<file path="src/rtl/aes_stream_sequencer.sv">
// Block-level front end for a byte-serial AES core: takes one 128-bit request,
// streams it to the core, gathers the 16 result bytes and hands the block back.
//   state   | meaning
//   IDLE    | ready for a request
//   START   | one-cycle core_start pulse, feed delay loaded
//   FEED    | feed delay, then bytes 0..15 on core_data
//   WAIT    | watchdog running, waiting for core_z_ready
//   COLLECT | skip offset, then capture bytes 0..15 from core_z
//   DONE    | result (or timeout) presented until accepted
module aes_stream_sequencer #(
  parameter int FEED_DELAY = 0,
  parameter int Z_OFFSET   = 1,
  parameter int TIMEOUT    = 400
) (
  input  logic         clk,
  input  logic         rst,
  input  logic         in_valid,
  output logic         in_ready,
  input  logic [127:0] in_block,
  input  logic [127:0] in_key,
  input  logic         in_mode,
  output logic         core_start,
  output logic [7:0]   core_data,
  output logic [127:0] core_key,
  output logic         core_mode,
  input  logic [7:0]   core_z,
  input  logic         core_z_ready,
  output logic         out_valid,
  input  logic         out_ready,
  output logic [127:0] out_block,
  output logic         out_mode,
  output logic         timeout_err,
  output logic         busy
);

  localparam int DW = (FEED_DELAY > 0) ? $clog2(FEED_DELAY + 1) : 1;
  localparam int SW = (Z_OFFSET > 1) ? $clog2(Z_OFFSET) : 1;
  localparam int WW = $clog2(TIMEOUT + 1);

  typedef enum logic [2:0] {
    S_IDLE, S_START, S_FEED, S_WAIT, S_COLLECT, S_DONE
  } state_t;

  state_t         state_q, state_d;
  logic [127:0]   blk_q, blk_d;
  logic [127:0]   key_q, key_d;
  logic           mode_q, mode_d;
  logic [127:0]   res_q, res_d;
  logic           err_q, err_d;
  logic [3:0]     idx_q, idx_d;
  logic [DW-1:0]  dly_q, dly_d;
  logic [SW-1:0]  skip_q, skip_d;
  logic [WW-1:0]  wd_q, wd_d;
  logic [7:0]     feed_byte;

  always_ff @(posedge clk or negedge rst) begin
    if (!rst) begin
      state_q <= S_IDLE;
      blk_q   <= '0;
      key_q   <= '0;
      mode_q  <= 1'b0;
      res_q   <= '0;
      err_q   <= 1'b0;
      idx_q   <= '0;
      dly_q   <= '0;
      skip_q  <= '0;
      wd_q    <= '0;
    end else begin
      state_q <= state_d;
      blk_q   <= blk_d;
      key_q   <= key_d;
      mode_q  <= mode_d;
      res_q   <= res_d;
      err_q   <= err_d;
      idx_q   <= idx_d;
      dly_q   <= dly_d;
      skip_q  <= skip_d;
      wd_q    <= wd_d;
    end
  end

  always_comb begin
    state_d     = state_q;
    blk_d       = blk_q;
    key_d       = key_q;
    mode_d      = mode_q;
    res_d       = res_q;
    err_d       = err_q;
    idx_d       = idx_q;
    dly_d       = dly_q;
    skip_d      = skip_q;
    wd_d        = wd_q;
    in_ready    = 1'b0;
    core_start  = 1'b0;
    core_data   = 8'h00;
    out_valid   = 1'b0;
    out_block   = '0;
    out_mode    = 1'b0;
    timeout_err = 1'b0;

    feed_byte = 8'h00;
    for (int k = 0; k < 16; k++) begin
      if (idx_q == 4'(k)) feed_byte = blk_q[127-8*k -: 8];
    end

    case (state_q)
      S_IDLE: begin
        in_ready = 1'b1;
        if (in_valid) begin
          blk_d   = in_block;
          key_d   = in_key;
          mode_d  = in_mode;
          res_d   = '0;
          err_d   = 1'b0;
          idx_d   = '0;
          state_d = S_START;
        end
      end
      S_START: begin
        core_start = 1'b1;
        dly_d      = DW'(FEED_DELAY);
        state_d    = S_FEED;
      end
      S_FEED: begin
        if (dly_q != '0) begin
          dly_d = dly_q - DW'(1);
        end else begin
          core_data = feed_byte;
          idx_d     = idx_q + 4'd1;
          if (idx_q == 4'd15) begin
            wd_d    = WW'(TIMEOUT);
            state_d = S_WAIT;
          end
        end
      end
      S_WAIT: begin
        // a strobe on the final watchdog cycle still wins over the timeout
        if (core_z_ready) begin
          skip_d  = SW'(Z_OFFSET - 1);
          idx_d   = '0;
          state_d = S_COLLECT;
        end else if (wd_q == WW'(1)) begin
          err_d   = 1'b1;
          state_d = S_DONE;
        end else begin
          wd_d = wd_q - WW'(1);
        end
      end
      S_COLLECT: begin
        if (skip_q != '0) begin
          skip_d = skip_q - SW'(1);
        end else begin
          for (int k = 0; k < 16; k++) begin
            if (idx_q == 4'(k)) res_d[127-8*k -: 8] = core_z;
          end
          idx_d = idx_q + 4'd1;
          if (idx_q == 4'd15) state_d = S_DONE;
        end
      end
      S_DONE: begin
        out_valid   = 1'b1;
        out_block   = res_q;
        out_mode    = mode_q;
        timeout_err = err_q;
        if (out_ready) begin
          err_d   = 1'b0;
          state_d = S_IDLE;
        end
      end
      default: state_d = S_IDLE;
    endcase
  end

  assign core_key  = key_q;
  assign core_mode = mode_q;
  assign busy      = (state_q != S_IDLE);

endmodule

</file>
<file path="config.mk">
export PLATFORM = sky130hd
export DESIGN_NAME = aes_stream_sequencer
export DESIGN_NICKNAME = d
export VERILOG_FILES = /design/src/rtl/aes_stream_sequencer.sv
export SDC_FILE = /design/constraint.sdc
export NUM_CORES = 1
export LEC_CHECK = 0
export CORE_AREA = 4 4 211 213
export DETAILED_ROUTE_END_ITERATION = 8
export DIE_AREA = 0 0 215 217
export DONT_BUFFER_PORTS = 1
export PLACE_DENSITY = 0.64
export SLEW_MARGIN = 20
export SYNTH_ARGS = -nofsm -noshare
export SYNTH_HDL_FRONTEND = slang
export SYNTH_SLANG_ARGS = --single-unit
export TNS_END_PERCENT = 10
</file>
<file path="constraint.sdc">
create_clock -name clk -period 2.7 [get_ports clk]
set_clock_uncertainty 0.2 [all_clocks]
set_input_delay 0.54 -clock clk [delete_from_list [all_inputs] [get_ports clk]]
set_output_delay 0.54 -clock clk [all_outputs]
set_load 0.01 [all_outputs]
</file>
==> results.txt, run 1 <==
----------------------------------------------------
[Run status]
  Outcome ... finished with violations
  Violated checks ... hold timing, setup timing

[Route]
  Via density per instance ... 5.428
  Remaining number of nets flagged by the antenna check after routing ... 0
  Vias after detailed routing ... 15404
  DRT Pass-1 Iters ... 5
  Initial detailed-routing violation count ... 1277
  DRC violation count after routing ... 0
  Mean routed wirelength per cell ... about 22 um
  Sum of routed wire length over all layers ... 61470 um

[STA]
  Worst slew pin tran ... 1.066 ns
  Relative slew slack ... 28.96%
  Max Clk Rate ... 0.3040 GHz
  Number of max-slew violations in the final report ... 0
  Hold Violations, Final ... 402
  Min Tclk post-route ... 3.289 ns
  Worst hold slack ... -0.5284 ns
  Number of setup violations in the final report ... 8
  Final WS setup ... -0.5891 ns
  Setup repair after global routing missed its margin ... yes
  Final worst-path cycle share ... 121.8%

[Clock network]
  CTS tree ... done
  Clock latency of the later-clocked register in the worst-skew pair ... 0.56 ns
  CTS hold repair buffers ... 259
  Level count of the clock H-tree ... 2
  Number of clock buffers inserted by TritonCTS ... 45
  Buffer levels on the longest clock path ... 3
  Clock transition at the registers of the reported paths ... 0.06 ns
  Clk sinks ... 402
  Root buffer selected by CTS ... sky130_fd_sc_hd__clkbuf_16

[Pwr]
  Combinational fraction of design power ... 32.4%
  Worst IR Drop VDD ... 0.6873 mV
  Share of power burned in registers ... roughly 42%
  P_leak ... 11.67 nW
  Part of the power in the clock network ... 25.1%
  Internal cell power ... 0.01535 W
  Power density cells ... 1082 nW/um^2
  Switching power of the nets ... between 0.009 and 0.01 W
  Switching part of the total power ... roughly two fifths

[Finish]
  Filler Cells Inserted ... 3692
  Layout cells sized above 1 ... between 10 and 15%
  Net count, final ... 2527
  Synth-to-Final Area Change ... 30.67%
  Utilization after layout ... 54.45%

[Floorplanning]
  Site Rows ... 76
  Starting utilization of the core area ... roughly two fifths
  Floorplan die area ... 46660 um^2
  Boundary pin count ... 541
  Die Width ... ~220 um
  Die height ... 217 um
  Area of the core region ... 42700 um^2

[Global route]
  Antenna violations before repair ... 6
  Global routing usage summed across all routing layers ... 25.31%
  Maximum number of pins on one net before global-route repair ... roughly 400
  Gr ovfl total ... 0
  Vias in the first global route ... ~16000
  Wire length of the first global-routing pass ... about 93000 um

[Synthesis]
  Count of warnings emitted by yosys ... 0
  Count of flip-flops with a built-in enable after synthesis ... 0
  Main flop type after synthesis ... sky130_fd_sc_hd__dfrtp_1
  Synthesized net count ... 2263
  Fraction of post-synthesis cell area in the top cell type by area ... approximately 57%
  Average instance area after synthesis ... 8.955 um^2
  Yosys top cell by area ... sky130_fd_sc_hd__dfrtp_1
  Cell count after synthesis ... around 2000
  Netlist Area Pre-Place ... 17790 um^2
  Number of distinct library cells after synthesis ... 67
  Flop and latch count out of synthesis ... 402
  Main area contributors after synthesis ... sky130_fd_sc_hd__dfrtp_1, sky130_fd_sc_hd__nand2_1, sky130_fd_sc_hd__and3_1
  Proportion of synthesized flip-flops having asynchronous set or reset ... 100.0%
  Sequential fraction of the synthesis area ... 56.54%

[Min path]
  Worst hold path type ... input port to async pin

[Placed design]
  Placed wire-length estimate after detailed placement ... 41040 um
  Number of buffers inserted by port buffering ... 0
  Pre-CTS WS ... -0.2612 ns
  Global placer's final weighted congestion ... 0.9257

[Flow run]
  Number of violations of the max-capacitance limit ... 0

[Critical path]
  Data arrival at the endpoint of the critical path ... roughly 2.6 ns
  Startpoint of the worst setup timing path ... idx_q[1]
  Largest fanout of any net on the critical path ... 4
  Worst setup path category ... flip-flop to primary output
  Setup slack on the worst flop-to-flop path ... 0.23 ns
  RR Startpoint ... idx_q[1]
  Crit path launch type ... flip-flop
  CP required ... ~2.0 ns
  Type of element capturing the critical path ... primary output

----------------------------------------------------
==> placed cells by master, fill, tap and decap left out, types with 8 or more instances in the layout <==
cell type,n
sky130_fd_sc_hd__a21oi_1,37
sky130_fd_sc_hd__and3_1,123
sky130_fd_sc_hd__a31oi_1,8
sky130_fd_sc_hd__nor3_1,11
sky130_fd_sc_hd__a22o_1,11
sky130_fd_sc_hd__nand2_1,886
sky130_fd_sc_hd__clkbuf_8,9
sky130_fd_sc_hd__clkbuf_16,47
sky130_fd_sc_hd__buf_6,10
sky130_fd_sc_hd__buf_4,76
sky130_fd_sc_hd__nor3_2,8
sky130_fd_sc_hd__inv_1,11
sky130_fd_sc_hd__buf_12,11
sky130_fd_sc_hd__dlygate4sd3_1,259
sky130_fd_sc_hd__and2_1,10
sky130_fd_sc_hd__diode_2,8
sky130_fd_sc_hd__clkbuf_1,9
sky130_fd_sc_hd__mux2_2,40
sky130_fd_sc_hd__nor2_1,17
sky130_fd_sc_hd__a221oi_1,9
sky130_fd_sc_hd__nor2b_1,8
sky130_fd_sc_hd__dfrtp_1,399
sky130_fd_sc_hd__o21a_1,9
sky130_fd_sc_hd__o21ai_0,104
sky130_fd_sc_hd__o22ai_1,14
sky130_fd_sc_hd__o21ai_1,13
==> power groups by stage <==
stage          logic, W  registers (W)  clock network (W)
3_3_place_gp    0.00685         0.0107                  0
6_report        0.00816         0.0107            0.00633
2_1_floorplan   0.00513        0.00973                  0
5_1_grt         0.00907         0.0109            0.00676
4_1_cts         0.00787         0.0106            0.00648
3_5_place_dp    0.00713         0.0106                  0
==> flip-flops by register name, indices dropped and copies added (netlist names) <==
name	count
core_key	128
idx_q	4
core_mode	1
res_q	128
state_q	3
err_q	1
blk_q	128
wd_q	9
==> cells by family after synthesis <==
family,share of synthesized area [%]
xor gates and xnor gates,0.2462
and+or+nand+nor,26.51
adders and majority gates,0.4219
buffers and inverters,4.092
AOI/OAI and AO/OA,9.268
DFF,56.54
muxes,2.925
==> worst paths after layout <==
path / to / depth (start not counted)
max: core_data[6] / 9
min: res_q[13] / 0
max reg2reg: res_q[55] / 9
min reg2reg: res_q[1] / 2
max in group asynchronous: state_q[0] / 0
min in group clk: state_q[0] / 2
==> timing repair <==
item,in CTS,in global routing
buffers inserted,5,3
hold endpoints to repair,662,402
cloned,2,0
setup endpoints to repair,138,59
pin swaps,31,13
resized for setup,72,26
==> final cells by class <==
type / count / area, um^2 / share of cell area (%)
flip-flops and latches: 402 / 10070 / 43.29
multi-input cells: 1429 / 7327 / 31.51
repair buffers: 359 / 3566 / 15.34
clock buffers: 65 / 1334 / 5.737
well taps: 546 / 683.2 / 2.938
clock inverters: 15 / 196.4 / 0.8449
inverters: 14 / 57.56 / 0.2476
diodes: 8 / 20.02 / 0.08610
==> worst max-delay path, cell delays in order (launching register included) <==
cell,delay (ns)
sky130_fd_sc_hd__dfrtp_2,0.46
sky130_fd_sc_hd__inv_4,0.07
sky130_fd_sc_hd__ha_4,0.17
sky130_fd_sc_hd__nor2b_4,0.14
sky130_fd_sc_hd__buf_4,0.14
sky130_fd_sc_hd__a2111oi_4,0.30
sky130_fd_sc_hd__o2111ai_1,0.16
sky130_fd_sc_hd__a311oi_1,0.28
sky130_fd_sc_hd__buf_4,0.18
sky130_fd_sc_hd__buf_6,0.10
==> per-stage QoR <==
stage	cell area, um^2	cells	hold WS [ns]	total power (W)	setup TNS [ns]
finish	23250	2838	-0.5284	0.02517	-4.476
global placement	18630	2482	0.05607	0.01753	-0.8872
detailed placement	18630	2482	0.05545	0.01777	-1.224
floorplan	17790	1987	0.04441	0.01486	0
CTS	23120	2827	-0.5681	0.02497	-6.903
global route	23240	2835	-0.5490	0.02668	-5.451
==> synthesized netlist by cell type, types with 4 or more instances <==
master	n
sky130_fd_sc_hd__a211o_1	6
sky130_fd_sc_hd__a211oi_1	6
sky130_fd_sc_hd__a21o_1	4
sky130_fd_sc_hd__a21oi_1	38
sky130_fd_sc_hd__a221oi_1	16
sky130_fd_sc_hd__a22o_1	11
sky130_fd_sc_hd__a31oi_1	9
sky130_fd_sc_hd__and2_1	10
sky130_fd_sc_hd__and3_1	131
sky130_fd_sc_hd__buf_1	4
sky130_fd_sc_hd__buf_2	66
sky130_fd_sc_hd__buf_4	6
sky130_fd_sc_hd__buf_6	5
sky130_fd_sc_hd__clkbuf_1	61
sky130_fd_sc_hd__dfrtp_1	402
sky130_fd_sc_hd__ha_1	6
sky130_fd_sc_hd__inv_1	13
sky130_fd_sc_hd__mux2_2	40
sky130_fd_sc_hd__mux2i_1	7
sky130_fd_sc_hd__nand2_1	891
sky130_fd_sc_hd__nand2b_1	4
sky130_fd_sc_hd__nand3_1	6
sky130_fd_sc_hd__nor2_1	18
sky130_fd_sc_hd__nor2b_1	10
sky130_fd_sc_hd__nor3_1	18
sky130_fd_sc_hd__o21a_1	9
sky130_fd_sc_hd__o21ai_0	112
sky130_fd_sc_hd__o21ai_1	5
sky130_fd_sc_hd__o22ai_1	14
sky130_fd_sc_hd__o32ai_1	5
sky130_fd_sc_hd__or3_1	4
==> routing by layer <==
metal	GRT usage, %	part of all wire (%)
met5	0	0.018
met4	10.41	4.0
met3	5.892	7.2
met2	40.90	47
met1	33.17	41
(Power assumes the default switching activity.)
==> inputs of run 2 (changes only) <==
Settings changed: CORE_AREA 4 4 211 213 to 8 8 203 205, DIE_AREA 0 0 215 217 to 0 0 211 213, PLACE_DENSITY 0.64 to 0.7.
==> run 2 against run 1 <==
  * The flow still finishes with violations (hold timing, setup timing)
  * Combinational power rose by 2.6%
  * Critical path depth rose by 1
  * Design area fell by 0.40%
  * Via count rose by 0.72%
  * Final cell count is 1.1% lower
  * First-iteration DRC count increased by 11%
  * Global-route usage increased by 1.8 points
  * Hold slack improved by 0.012 ns
==> results.txt, run 2 (synthesis results as in run 1) <==
----------------------------------------------------
[Critical path]
  Crit path launch type ... flip-flop (unchanged)
  Data arrival at the endpoint of the critical path ... 2.57 ns (was 2.55 ns)
  Cell mode on critical path ... sky130_fd_sc_hd__buf_4 (unchanged)
  RR Startpoint ... idx_q[1] (unchanged)
  Cells traversed along the worst timing path ... inv_4 -> ha_4 -> buf_4 -> nand2b_2 -> o22ai_1 -> nor3_1 -> a2111oi_1 -> a311oi_1 -> buf_4 -> buf_6 (was inv_4 -> ha_4 -> nor2b_4 -> buf_4 -> a2111oi_4 -> o2111ai_1 -> a311oi_1 -> buf_4 -> buf_6)
  Critical path's top delay family ... buffers and inverters (was compound AO/OA/AOI/OAI gates)
  Combined buffer and inverter count along the critical path ... 4 (unchanged)
  Startpoint of the worst setup timing path ... idx_q[0] (was idx_q[1])
  Slowest cell on the critical path ... sky130_fd_sc_hd__dfrtp_2 (unchanged)
  Slowest stage delay, CP ... 0.48 ns (was 0.46 ns)
  Worst setup path category ... flip-flop to primary output (unchanged)
  CP required ... 1.96 ns (about the same)
  Type of element capturing the critical path ... primary output (unchanged)
  Largest fanout of any net on the critical path ... 8 (was 4)

[Floorplanning]
  Site Rows ... 72 (was 76)
  Floorplan die area ... 44940 um^2 (was 46660 um^2)
  Starting utilization of the core area ... 46.69% (was 41.67%)
  Area of the core region ... 38110 um^2 (was 42700 um^2)
  Die height ... 213 um (was 217 um)
  Boundary pin count ... 541 (unchanged)
  Die Width ... 211 um (was 215 um)

[Finish]
  Layout cells sized above 1 ... 13.20% (was 12.52%)
  Filler Cells Inserted ... 3066 (was 3692)
  Commonest non-fill, non-tap cell in the layout ... sky130_fd_sc_hd__nand2_1 (unchanged)
  Area of all sequential standard cells ... 10060 um^2 (was 10070 um^2)
  Synth-to-Final Area Change ... 30.14% (was 30.67%)
  Net count, final ... 2527 (unchanged)
  Most frequent cells in the layout ... sky130_fd_sc_hd__nand2_1, sky130_fd_sc_hd__dfrtp_1, sky130_fd_sc_hd__dlygate4sd3_1 (unchanged)
  Multi-input logic area ... 7340 um^2 (was 7327 um^2)

[Pwr]
  Switching power of the nets ... 0.009763 W (was 0.009821 W)
  Share of power burned in registers ... 42.7% (was 42.4%)
  P_leak ... 11.64 nW (was 11.67 nW)
  Switching part of the total power ... 39.20% (was 39.02%)
  Internal cell power ... 0.01514 W (was 0.01535 W)
  Combinational fraction of design power ... 33.6% (was 32.4%)
  Power density cells ... 1075 nW/um^2 (was 1082 nW/um^2)
  Worst IR Drop VDD ... 0.7180 mV (was 0.6873 mV)
  Part of the power in the clock network ... 23.7% (was 25.1%)
  Pwr Total ... 0.02490 W (was 0.02517 W)

[Min path]
  Worst hold path type ... input port to async pin (unchanged)

[Route]
  Remaining number of nets flagged by the antenna check after routing ... 0 (unchanged)
  Via density per instance ... 5.529 (was 5.428)
  DRC violation count after routing ... 0 (unchanged)
  Vias after detailed routing ... 15515 (was 15404)
  DRT Pass-1 Iters ... 5 (unchanged)
  Sum of routed wire length over all layers ... 63670 um (was 61470 um)
  Initial detailed-routing violation count ... 1415 (was 1277)
  Mean routed wirelength per cell ... 22.69 um (was 21.66 um)

[STA]
  Worst slew pin tran ... 1.054 ns (was 1.066 ns)
  Min Tclk post-route ... 3.309 ns (was 3.289 ns)
  Max Clk Rate ... 0.3022 GHz (was 0.3040 GHz)
  Final worst-path cycle share ... 122.5% (was 121.8%)
  Setup repair after global routing missed its margin ... yes (unchanged)
  Worst hold slack ... -0.5162 ns (was -0.5284 ns)
  Hold Violations, Final ... 402 (unchanged)
  Number of setup violations in the final report ... 8 (unchanged)
  Relative slew slack ... 29.72% (was 28.96%)
  Number of max-slew violations in the final report ... 0 (unchanged)
  Final WS setup ... -0.6087 ns (was -0.5891 ns)
  Setup total negative slack ... -4.501 ns (was -4.476 ns)

[Run status]
  Violated checks ... hold timing, setup timing (unchanged)
  Outcome ... finished with violations (unchanged)

[Global route]
  Vias in the first global route ... 15829 (was 15590)
  Wire length of the first global-routing pass ... 95040 um (was 93360 um)
  Met1 Use GR ... 33.67% (was 33.17%)
  Maximum number of pins on one net before global-route repair ... 403 (unchanged)
  Met3 track demand over resource ... 6.693% (was 5.892%)
  Antenna violations before repair ... 4 (was 6)
  Most congested layer reported by global routing ... met2 (unchanged)
  Global routing usage summed across all routing layers ... 27.14% (was 25.31%)
  Gr ovfl total ... 0 (unchanged)
  Met2 routing resource usage after global routing ... 44.61% (was 40.90%)

[Placed design]
  Global placer's final weighted congestion ... 0.9488 (was 0.9257)
  Number of buffers inserted by port buffering ... 0 (unchanged)
  Placed wire-length estimate after detailed placement ... 42130 um (was 41040 um)

[Clock network]
  Root buffer selected by CTS ... sky130_fd_sc_hd__clkbuf_16 (unchanged)
  Level count of the clock H-tree ... 2 (unchanged)
  CTS hold repair buffers ... 258 (was 259)
  CTS tree ... done (unchanged)
  Clock transition at the registers of the reported paths ... 0.06 ns (about the same)
  Clk sinks ... 402 (unchanged)
  Clock latency of the later-clocked register in the worst-skew pair ... 0.56 ns (about the same)
  Buffer levels on the longest clock path ... 3 (unchanged)
  Number of clock buffers inserted by TritonCTS ... 42 (was 45)

[Flow run]
  Number of violations of the max-capacitance limit ... 0 (unchanged)

----------------------------------------------------
-- run 2: power by group through the flow --
stage	combinational (W)	clock, W	sequential, W
2_1_floorplan	0.00513	0	0.00973
3_3_place_gp	0.00671	0	0.0107
3_5_place_dp	0.00699	0	0.0106
4_1_cts	0.00808	0.00600	0.0106
5_1_grt	0.00927	0.00624	0.0108
6_report	0.00837	0.00589	0.0106
-- run 2: final timing paths --
kind | slack [ns] | to | depth (start not counted)
max | -0.61 | core_data[6] | 10
min | -0.52 | res_q[18] | 0
max reg2reg | 0.12 | res_q[35] | 9
min reg2reg | 0.27 | res_q[7] | 2
max in group asynchronous | 2.16 | core_key[13] | 0
min in group clk | 0.06 | state_q[0] | 2
-- run 2: metrics by stage --
step	utilization (%)	worst slack (ns)	std cells	hold slack (ns)	instance area, um^2
floorplan	-	0.06040	1987	0.04441	17790
global placement	48.52	-0.1998	2447	0.05805	18490
detailed placement	48.52	-0.2609	2447	0.05827	18490
CTS	60.46	-0.6334	2802	-0.5483	23040
global route	60.75	-0.7337	2803	-0.5465	23150
finish	60.77	-0.6087	2806	-0.5162	23160
-- run 2: layout make-up --
cell class / instances / share of cell area [%]
Antenna cell: 8 / 0.08645
Clock buffer: 62 / 5.571
Clock inverter: 11 / 0.4863
Inverter: 14 / 0.2432
Multi-Input combinational cell: 1429 / 31.70
Sequential cell: 402 / 43.46
Tap cell: 518 / 2.799
Timing Repair Buffer: 362 / 15.65
-- run 2: repair_timing --
action,4_1_cts,5_1_grt
buffers inserted,23,12
pin swaps,29,12
setup endpoints to repair,138,140
gates resized for setup,86,44
gates cloned,3,1
hold endpoints to repair,661,402
-- run 2: metal layers --
metal	vias to the layer above	wire length (um)	share of wire [%]
met5	-	0	0
li1	7043	-	-
met4	0	2538	4.0
met3	141	5169	8.1
met1	7609	24770	39
met2	722	31190	49
==> inputs of run 3 (changes only) <==
Settings changed: SLEW_MARGIN 20 to unset.
==> results of run 3 <==
No change in the layout: final DEF, timing and power equal those of run 2.
